### config.mk
export PLATFORM = sky130hd
export DESIGN_NAME = mem_arbiter
export DESIGN_NICKNAME = d
export VERILOG_FILES = /design/src/rtl/mem_arbiter.sv
export SDC_FILE = /design/constraint.sdc
export NUM_CORES = 1
export LEC_CHECK = 0
export BUFFER_PORTS_ARGS = -buffer_cell sky130_fd_sc_hd__buf_2
export CAP_MARGIN = 25
export CORE_AREA = 2 2 140 142
export CTS_CLUSTER_DIAMETER = 50
export CTS_CLUSTER_SIZE = 30
export DETAILED_ROUTE_END_ITERATION = 8
export DIE_AREA = 0 0 142 144
export SLEW_MARGIN = 15
export SYNTH_ARGS = -nofsm -noshare
export SYNTH_HDL_FRONTEND = slang
export SYNTH_SLANG_ARGS = --single-unit
### constraint.sdc
create_clock -name clk -period 1.25 [get_ports clk]
set_input_delay 0.25 -clock clk [delete_from_list [all_inputs] [get_ports clk]]
set_output_delay 0.25 -clock clk [all_outputs]
set_load 0.005 [all_outputs]
### src/rtl/mem_arbiter.sv
// mem_arbiter: shares one AXI4-Lite-style memory slave between the instruction
// fetch unit (master 0, read-only) and the load/store unit (master 1, read and
// write). One transaction is granted at a time from IDLE with fixed priority
// m1 write > m1 read > m0 read. All channels of the winner are passed through
// combinationally. The loser sees ready low until the arbiter returns to IDLE.
module mem_arbiter #(
    parameter int ADDR_W = 32,
    parameter int DATA_W = 32
) (
    input  logic                  clk,
    input  logic                  rst,
    // master 0: instruction fetch, read only
    input  logic [ADDR_W-1:0]     m0_araddr,
    input  logic                  m0_arvalid,
    output logic                  m0_arready,
    output logic [DATA_W-1:0]     m0_rdata,
    output logic                  m0_rresp,
    output logic                  m0_rvalid,
    input  logic                  m0_rready,
    // master 1: load/store, read and write
    input  logic [ADDR_W-1:0]     m1_araddr,
    input  logic                  m1_arvalid,
    output logic                  m1_arready,
    output logic [DATA_W-1:0]     m1_rdata,
    output logic                  m1_rresp,
    output logic                  m1_rvalid,
    input  logic                  m1_rready,
    input  logic [ADDR_W-1:0]     m1_awaddr,
    input  logic                  m1_awvalid,
    output logic                  m1_awready,
    input  logic [DATA_W-1:0]     m1_wdata,
    input  logic [DATA_W/8-1:0]   m1_wstrb,
    input  logic                  m1_wvalid,
    output logic                  m1_wready,
    output logic                  m1_bresp,
    output logic                  m1_bvalid,
    input  logic                  m1_bready,
    // shared memory slave
    output logic [ADDR_W-1:0]     s_araddr,
    output logic                  s_arvalid,
    input  logic                  s_arready,
    input  logic [DATA_W-1:0]     s_rdata,
    input  logic                  s_rresp,
    input  logic                  s_rvalid,
    output logic                  s_rready,
    output logic [ADDR_W-1:0]     s_awaddr,
    output logic                  s_awvalid,
    input  logic                  s_awready,
    output logic [DATA_W-1:0]     s_wdata,
    output logic [DATA_W/8-1:0]   s_wstrb,
    output logic                  s_wvalid,
    input  logic                  s_wready,
    input  logic                  s_bresp,
    input  logic                  s_bvalid,
    output logic                  s_bready
);

    typedef enum logic [2:0] {
        IDLE  = 3'd0,
        M0_AR = 3'd1,
        M0_R  = 3'd2,
        M1_AR = 3'd3,
        M1_R  = 3'd4,
        M1_W  = 3'd5,
        M1_B  = 3'd6
    } state_t;

    state_t state_r;
    state_t state_next_s;
    logic   aw_done_r;
    logic   w_done_r;
    logic   aw_done_next_s;
    logic   w_done_next_s;
    logic   aw_fire_s;
    logic   w_fire_s;

    // Response payloads come straight from the slave; only valid is gated,
    // so a non-granted master sees a defined value that it must ignore.
    assign m0_rdata = s_rdata;
    assign m0_rresp = s_rresp;
    assign m1_rdata = s_rdata;
    assign m1_rresp = s_rresp;
    assign m1_bresp = s_bresp;

    // Grant state and write-phase completion flags.
    always_ff @(posedge clk) begin
        if (rst) begin
            state_r   <= IDLE;
            aw_done_r <= 1'b0;
            w_done_r  <= 1'b0;
        end else begin
            state_r   <= state_next_s;
            aw_done_r <= aw_done_next_s;
            w_done_r  <= w_done_next_s;
        end
    end

    // Arbitration, next-state and channel routing for the granted master.
    always_comb begin
        state_next_s   = state_r;
        aw_done_next_s = aw_done_r;
        w_done_next_s  = w_done_r;
        aw_fire_s      = 1'b0;
        w_fire_s       = 1'b0;
        m0_arready     = 1'b0;
        m0_rvalid      = 1'b0;
        m1_arready     = 1'b0;
        m1_rvalid      = 1'b0;
        m1_awready     = 1'b0;
        m1_wready      = 1'b0;
        m1_bvalid      = 1'b0;
        s_araddr       = {ADDR_W{1'b0}};
        s_arvalid      = 1'b0;
        s_rready       = 1'b0;
        s_awaddr       = {ADDR_W{1'b0}};
        s_awvalid      = 1'b0;
        s_wdata        = {DATA_W{1'b0}};
        s_wstrb        = {(DATA_W/8){1'b0}};
        s_wvalid       = 1'b0;
        s_bready       = 1'b0;

        case (state_r)
            IDLE: begin
                // Flags are cleared here so every write phase starts fresh.
                aw_done_next_s = 1'b0;
                w_done_next_s  = 1'b0;
                if (m1_awvalid || m1_wvalid) begin
                    state_next_s = M1_W;
                end else if (m1_arvalid) begin
                    state_next_s = M1_AR;
                end else if (m0_arvalid) begin
                    state_next_s = M0_AR;
                end else begin
                    state_next_s = IDLE;
                end
            end
            M0_AR: begin
                s_araddr   = m0_araddr;
                s_arvalid  = m0_arvalid;
                m0_arready = s_arready;
                if (m0_arvalid && s_arready) begin
                    state_next_s = M0_R;
                end else begin
                    state_next_s = M0_AR;
                end
            end
            M0_R: begin
                m0_rvalid = s_rvalid;
                s_rready  = m0_rready;
                if (s_rvalid && m0_rready) begin
                    state_next_s = IDLE;
                end else begin
                    state_next_s = M0_R;
                end
            end
            M1_AR: begin
                s_araddr   = m1_araddr;
                s_arvalid  = m1_arvalid;
                m1_arready = s_arready;
                if (m1_arvalid && s_arready) begin
                    state_next_s = M1_R;
                end else begin
                    state_next_s = M1_AR;
                end
            end
            M1_R: begin
                m1_rvalid = s_rvalid;
                s_rready  = m1_rready;
                if (s_rvalid && m1_rready) begin
                    state_next_s = IDLE;
                end else begin
                    state_next_s = M1_R;
                end
            end
            M1_W: begin
                // Each half is offered to the slave only until it has been
                // accepted, so a split write never duplicates a handshake.
                s_awaddr   = m1_awaddr;
                s_awvalid  = m1_awvalid && !aw_done_r;
                m1_awready = s_awready && !aw_done_r;
                s_wdata    = m1_wdata;
                s_wstrb    = m1_wstrb;
                s_wvalid   = m1_wvalid && !w_done_r;
                m1_wready  = s_wready && !w_done_r;
                aw_fire_s  = m1_awvalid && s_awready && !aw_done_r;
                w_fire_s   = m1_wvalid && s_wready && !w_done_r;
                aw_done_next_s = aw_done_r || aw_fire_s;
                w_done_next_s  = w_done_r || w_fire_s;
                if (aw_done_next_s && w_done_next_s) begin
                    state_next_s = M1_B;
                end else begin
                    state_next_s = M1_W;
                end
            end
            M1_B: begin
                m1_bvalid = s_bvalid;
                s_bready  = m1_bready;
                if (s_bvalid && m1_bready) begin
                    state_next_s = IDLE;
                end else begin
                    state_next_s = M1_B;
                end
            end
            default: begin
                state_next_s   = IDLE;
                aw_done_next_s = 1'b0;
                w_done_next_s  = 1'b0;
            end
        endcase
    end

endmodule

* After elaboration in Yosys (flattened, before gate mapping)
Index checks and enable logic that the tools add are counted.
** Storage, ports and cells
- Input bits :: 180
- Output and inout port bits :: 179
- Bits in registers :: 5
** Operators by class
- Reduce and logical (&&, ||, !) cells :: 21
- Multiplexer cells :: 28
- Equality and inequality tests :: 6
** Operators by type and width (number)
- $mux 32 :: 2
- $pmux 32 s2 :: 1
- $pmux 3 s7 :: 1
- $logic_and 1x1->1 :: 14
- $mux 3 :: 4
- $mux 1 :: 11
- $eq 3x3->1 const B :: 3
- $mux 2 :: 4
- $pmux 1 s2 :: 4
- $eq 3x2->1 const B :: 2
- $reduce_or 5->1 :: 1
- $mux 4 :: 1
- $eq 3x1->1 const B :: 1
- $logic_not 3->1 :: 1
- $logic_or 1x1->1 :: 3
- $logic_not 1->1 :: 2

* Longest topological paths before layout
- Depth after elaboration :: 6
- Mapped depth :: 6
- Mapped depth without buffers :: 4

* Worst setup path before layout
No wires, ideal clock.
- Path type :: reg-to-output
- Start :: register state_r[1]
- End :: output port s_araddr[0]
- Slack :: -0.106 ns
- Arrival :: 1.106 ns
- Data required time :: 1.000 ns
- Path buffers :: 1
- Stages on the path, launching flop included :: 5
- Cells stage by stage :: dfxtp_1 > or2_4 > nor2_4 > buf_4 > a22o_1
** On the way
- Word-level cells in the longest chain between the ends :: 2
** Ends and longest elaborated chain
- start: declaration :: line 68 : state_t state_r;
- start signal: assignment :: line 92 : state_r <= state_next_s;
- $eq 3x2->1 or $eq 3x1->1 (tied branches) :: line 122 : case (state_r)
- $pmux 32 s2 (*) :: line 122
- end: declaration :: line 39 : output logic [ADDR_W-1:0] s_araddr,
Every way passes the cells marked *; elsewhere a longest branch is shown, timed or not.

* Worst setup path in the final report
- Start :: register state_r[1]
- End :: output port s_araddr[26]
The elaborated chain is that of the path after synthesis.

==> results.py <==
metrics = {
    "outcome": {
        "run_status": "complete, but fails checks",
        "failed_checks": "setup timing",
    },
    "setup_path": {
        "worstPathRequired_ns": 1.00,
        "critical_path_capture_point_type": "output port",
        "critical_path_cell_sequence": "or2_4 -> nor2_4 -> buf_12 -> a22o_1 -> buf_2",
        "path_delay_family": "simple AND/OR/NAND/NOR gates",
        "worstRegToRegCells": 6,
        "slowest_library_cell_on_the_worst_path": "dfxtp_4",
        "cpPeakStageDelay_ns": 0.36,
        "worstReg2RegStart": "state_r[1]$_SDFF_PP0_",
        "critical_path_peak_fanout": 18,
        "worstPathBufferInverterCount": 2,
        "worstReg2RegEnd": "state_r[1]$_SDFF_PP0_",
        "critPathKind": "flop to output port",
        "setup_slack_of_the_most_critical_reg_to_reg_path_ns": -0.14,
        "start_kind": "flop",
        "arrival_ns": 1.51,
    },
    "routing": {
        "detail_route.wl_per_cell_microns": 14.1,
        "drt-total-wl_microns": 9790,
        "avgViaCountPerCell": 3.77,
        "drt_first_iter_violations": 222,
        "first_pass_iters": 4,
        "postRouteAntennaNets": 0,
        "vias_after_detailed_routing": 2623,
        "drc": 0,
    },
    "power_and_ir_drop": {
        "leakage_nw": 2.12,
        "intPower_mw": 1.90,
        "sequentialPowerShare": 0.074,
        "net-switching-power_mw": 1.26,
        "fin_total_pwr_mw": 3.16,
        "sw_frac_of_total": 0.398,
        "clock_power_share": 0.173,
        "power.density_cell_area_mw_per_mm2": 945,
        "comb_power_share": 0.753,
        "vdd_drop_max_mv": 0.353,
    },
    "layout": {
        "final_layout_size_suffix_gt1_frac": 0.694,
        "final_util": 0.175,
        "register_area_sq_um": 109,
        "instances_no_fill": 695,
        "multi_input_area_sq_mm": 0.00114,
        "nNetsFinal": 638,
        "area_growth_syn_to_layout_pct": 90.1,
        "finish.instance_area_sq_mm": 0.00334,
        "antennaDiodeCount": 0,
        "fillCellCount": 2163,
    },
    "sta": {
        "finalSetupViolCount": 113,
        "worst_slack_ns": -0.515,
        "achievable-frequency_mhz": 567,
        "final_hold_viol_count": 0,
        "skew_ns": 0.000256,
        "worst_slew_pin_slew_ns": 0.320,
        "maxSlewHeadroom": 0.786,
        "fin_crit_sh": 1.41,
        "rsz0062_at_grt": "yes",
        "period_minus_slack_ns": 1.76,
        "final_number_of_max_transition_violations": 0,
    },
    "placement": {
        "port-buffer-count": 257,
        "place_hpwl_microns": 7620,
        "place.gp.congestion": 0.826,
        "post_dp_cell_area_sq_mm": 0.00297,
        "dp.cells": 680,
    },
    "global_route": {
        "grt_overflow": 0,
        "grt_pass1_wl_microns": 13400,
        "antenna_found_initial": 0,
        "grt_util_all_layers": 0.0848,
        "grt_max_degree": 76,
        "grt_pass1_vias": 2255,
    },
    "logic_synthesis": {
        "syn-num-nets": 434,
        "ys.warnings.count": 0,
        "synthTopCellsByCount": "and3_1, buf_4, a22o_1",
        "netlist_instances": 254,
        "postSynthAreaPerCell_sq_um": 6.93,
        "ys_dominant_reg_cell": "dfxtp_1",
        "synthesis.area_sq_mm": 0.00176,
        "yosysSeqAreaShare": 0.0569,
        "post-synth-top-area-fraction": 0.303,
        "synth_area_leader_cell": "buf_4",
        "synth-async-reset-ratio": 0,
        "synth-edff-count": 0,
        "synthTopCellsByArea": "buf_4, and3_1, a22o_1, dfxtp_1, clkbuf_1",
        "synth.ff_latch_count": 5,
        "netlist-cell-type-count": 24,
        "yosysMostFrequentCell": "and3_1",
    },
    "clock_tree": {
        "number_of_clock_buffers_inserted_by_tritoncts": 3,
        "clock_sink_count": 5,
        "htree_levels": 1,
        "tritoncts": "built",
        "bufs_on_longest_clock_path": 2,
        "clk-insertion-delay-late_ns": 0.23,
        "cts-hold-fix-buffers": 0,
        "clockRootBuffer": "clkbuf_16",
        "worst_setup_hold_path_clk_slew_ns": 0.04,
    },
    "die": {
        "placementRows": 51,
        "design.die.area_sq_mm": 0.0204,
        "ioPinCount": 359,
        "die_w_microns": 142,
        "initial_core_util": 0.0922,
        "coreArea_sq_mm": 0.0191,
        "die_height_microns": 144,
    },
    "min_path": {
        "hold_class": "input port to flop",
        "whs_endpoint": "w_done_r$_SDFFE_PP0N_",
        "worstHoldStart": "s_wready",
        "min_delay_path_depth": 3,
    },
    "job": {
        "cap_viol_max_count": 0,
    },
}
==> sequential cells by signal, summed over array words and instances, names as in the netlist <==
register	flops
aw_done_r	1
state_r	3
w_done_r	1
==> layout by cell type, fill, tap and decap left out, drive strengths merged <==
cell type  netlist  routed
a221o            1       1
a21oi            8       8
and3            75      75
clkbuf          13       4
dfxtp            5       5
a22o            33      33
and2             2       2
bufbuf           0       2
a31oi            4       4
o21ai            3       3
nor2             8       8
buf             76     286
nor3b            4       4
nor3             2       2
nand3            4       4
nand2           10      10
o21bai           1       1
nor2b            1       1
or2              1       1
inv              2       2
a311oi           1       1
==> final cells by class <==
class	instances	share of cell area
Inverter	2	0.00299
Multi-Input combinational cell	158	0.340
Clock buffer	4	0.0236
Sequential cell	5	0.0325
Tap cell	238	0.0890
Timing Repair Buffer	288	0.512
==> worst min-delay path: stages <==
cell and delay (ns):
buf_2 0.10, a31oi_1 0.07, nor3_1 0.12
==> stage by stage <==
step                hold WS (ns)  setup WS [ns]  setup TNS, ns
finish                     0.351         -0.515         -41.09
global route               0.377         -0.552         -49.60
CTS                        0.357         -0.475         -42.40
global placement           0.500         -0.261         -17.04
detailed placement         0.500         -0.274         -18.51
floorplan                  0.423        -0.0756          -5.52
==> what timing repair did <==
item | in CTS | in global routing
pin swaps | 6 | 10
gates cloned | 4 | 0
endpoints found under the setup margin | 114 | 115
resized for setup | 18 | 11
setup buffers | 7 | 2
==> worst max path at each step <==
stage	depth (start not counted)	endpoint	startpoint	slack, ns
floorplan	4	s_araddr[0]	state_r[1]$_SDFF_PP0_	-0.08
global placement	5	s_araddr[26]	state_r[2]$_SDFF_PP0_	-0.26
detailed placement	5	s_araddr[26]	state_r[2]$_SDFF_PP0_	-0.27
CTS	6	s_araddr[13]	state_r[1]$_SDFF_PP0_	-0.47
global route	5	s_araddr[26]	state_r[2]$_SDFF_PP0_	-0.55
finish	5	s_araddr[26]	state_r[1]$_SDFF_PP0_	-0.51
==> logic make-up after synthesis <==
group / synth area share
flip-flops: 0.0569
buffers and inverters: 0.349
AO/OA/AOI/OAI: 0.225
AND/OR/NAND/NOR: 0.369
==> power groups by stage <==
stage	combinational (mW)	clock, mW	sequential, mW
2_1_floorplan	1.21	0	0.215
3_3_place_gp	1.86	0	0.232
3_5_place_dp	1.87	0	0.233
4_1_cts	2.37	0.554	0.243
5_1_grt	2.60	0.576	0.235
6_report	2.38	0.547	0.232
==> routing by layer <==
layer  vias up  track usage  part of all wire
met5         -            0                 0
met4         0       0.0205             0.020
met3        26       0.0222             0.084
met2       138        0.111              0.42
met1      1199        0.133              0.48
li1       1260            -                 -
Power figures use the tool's default switching activity.
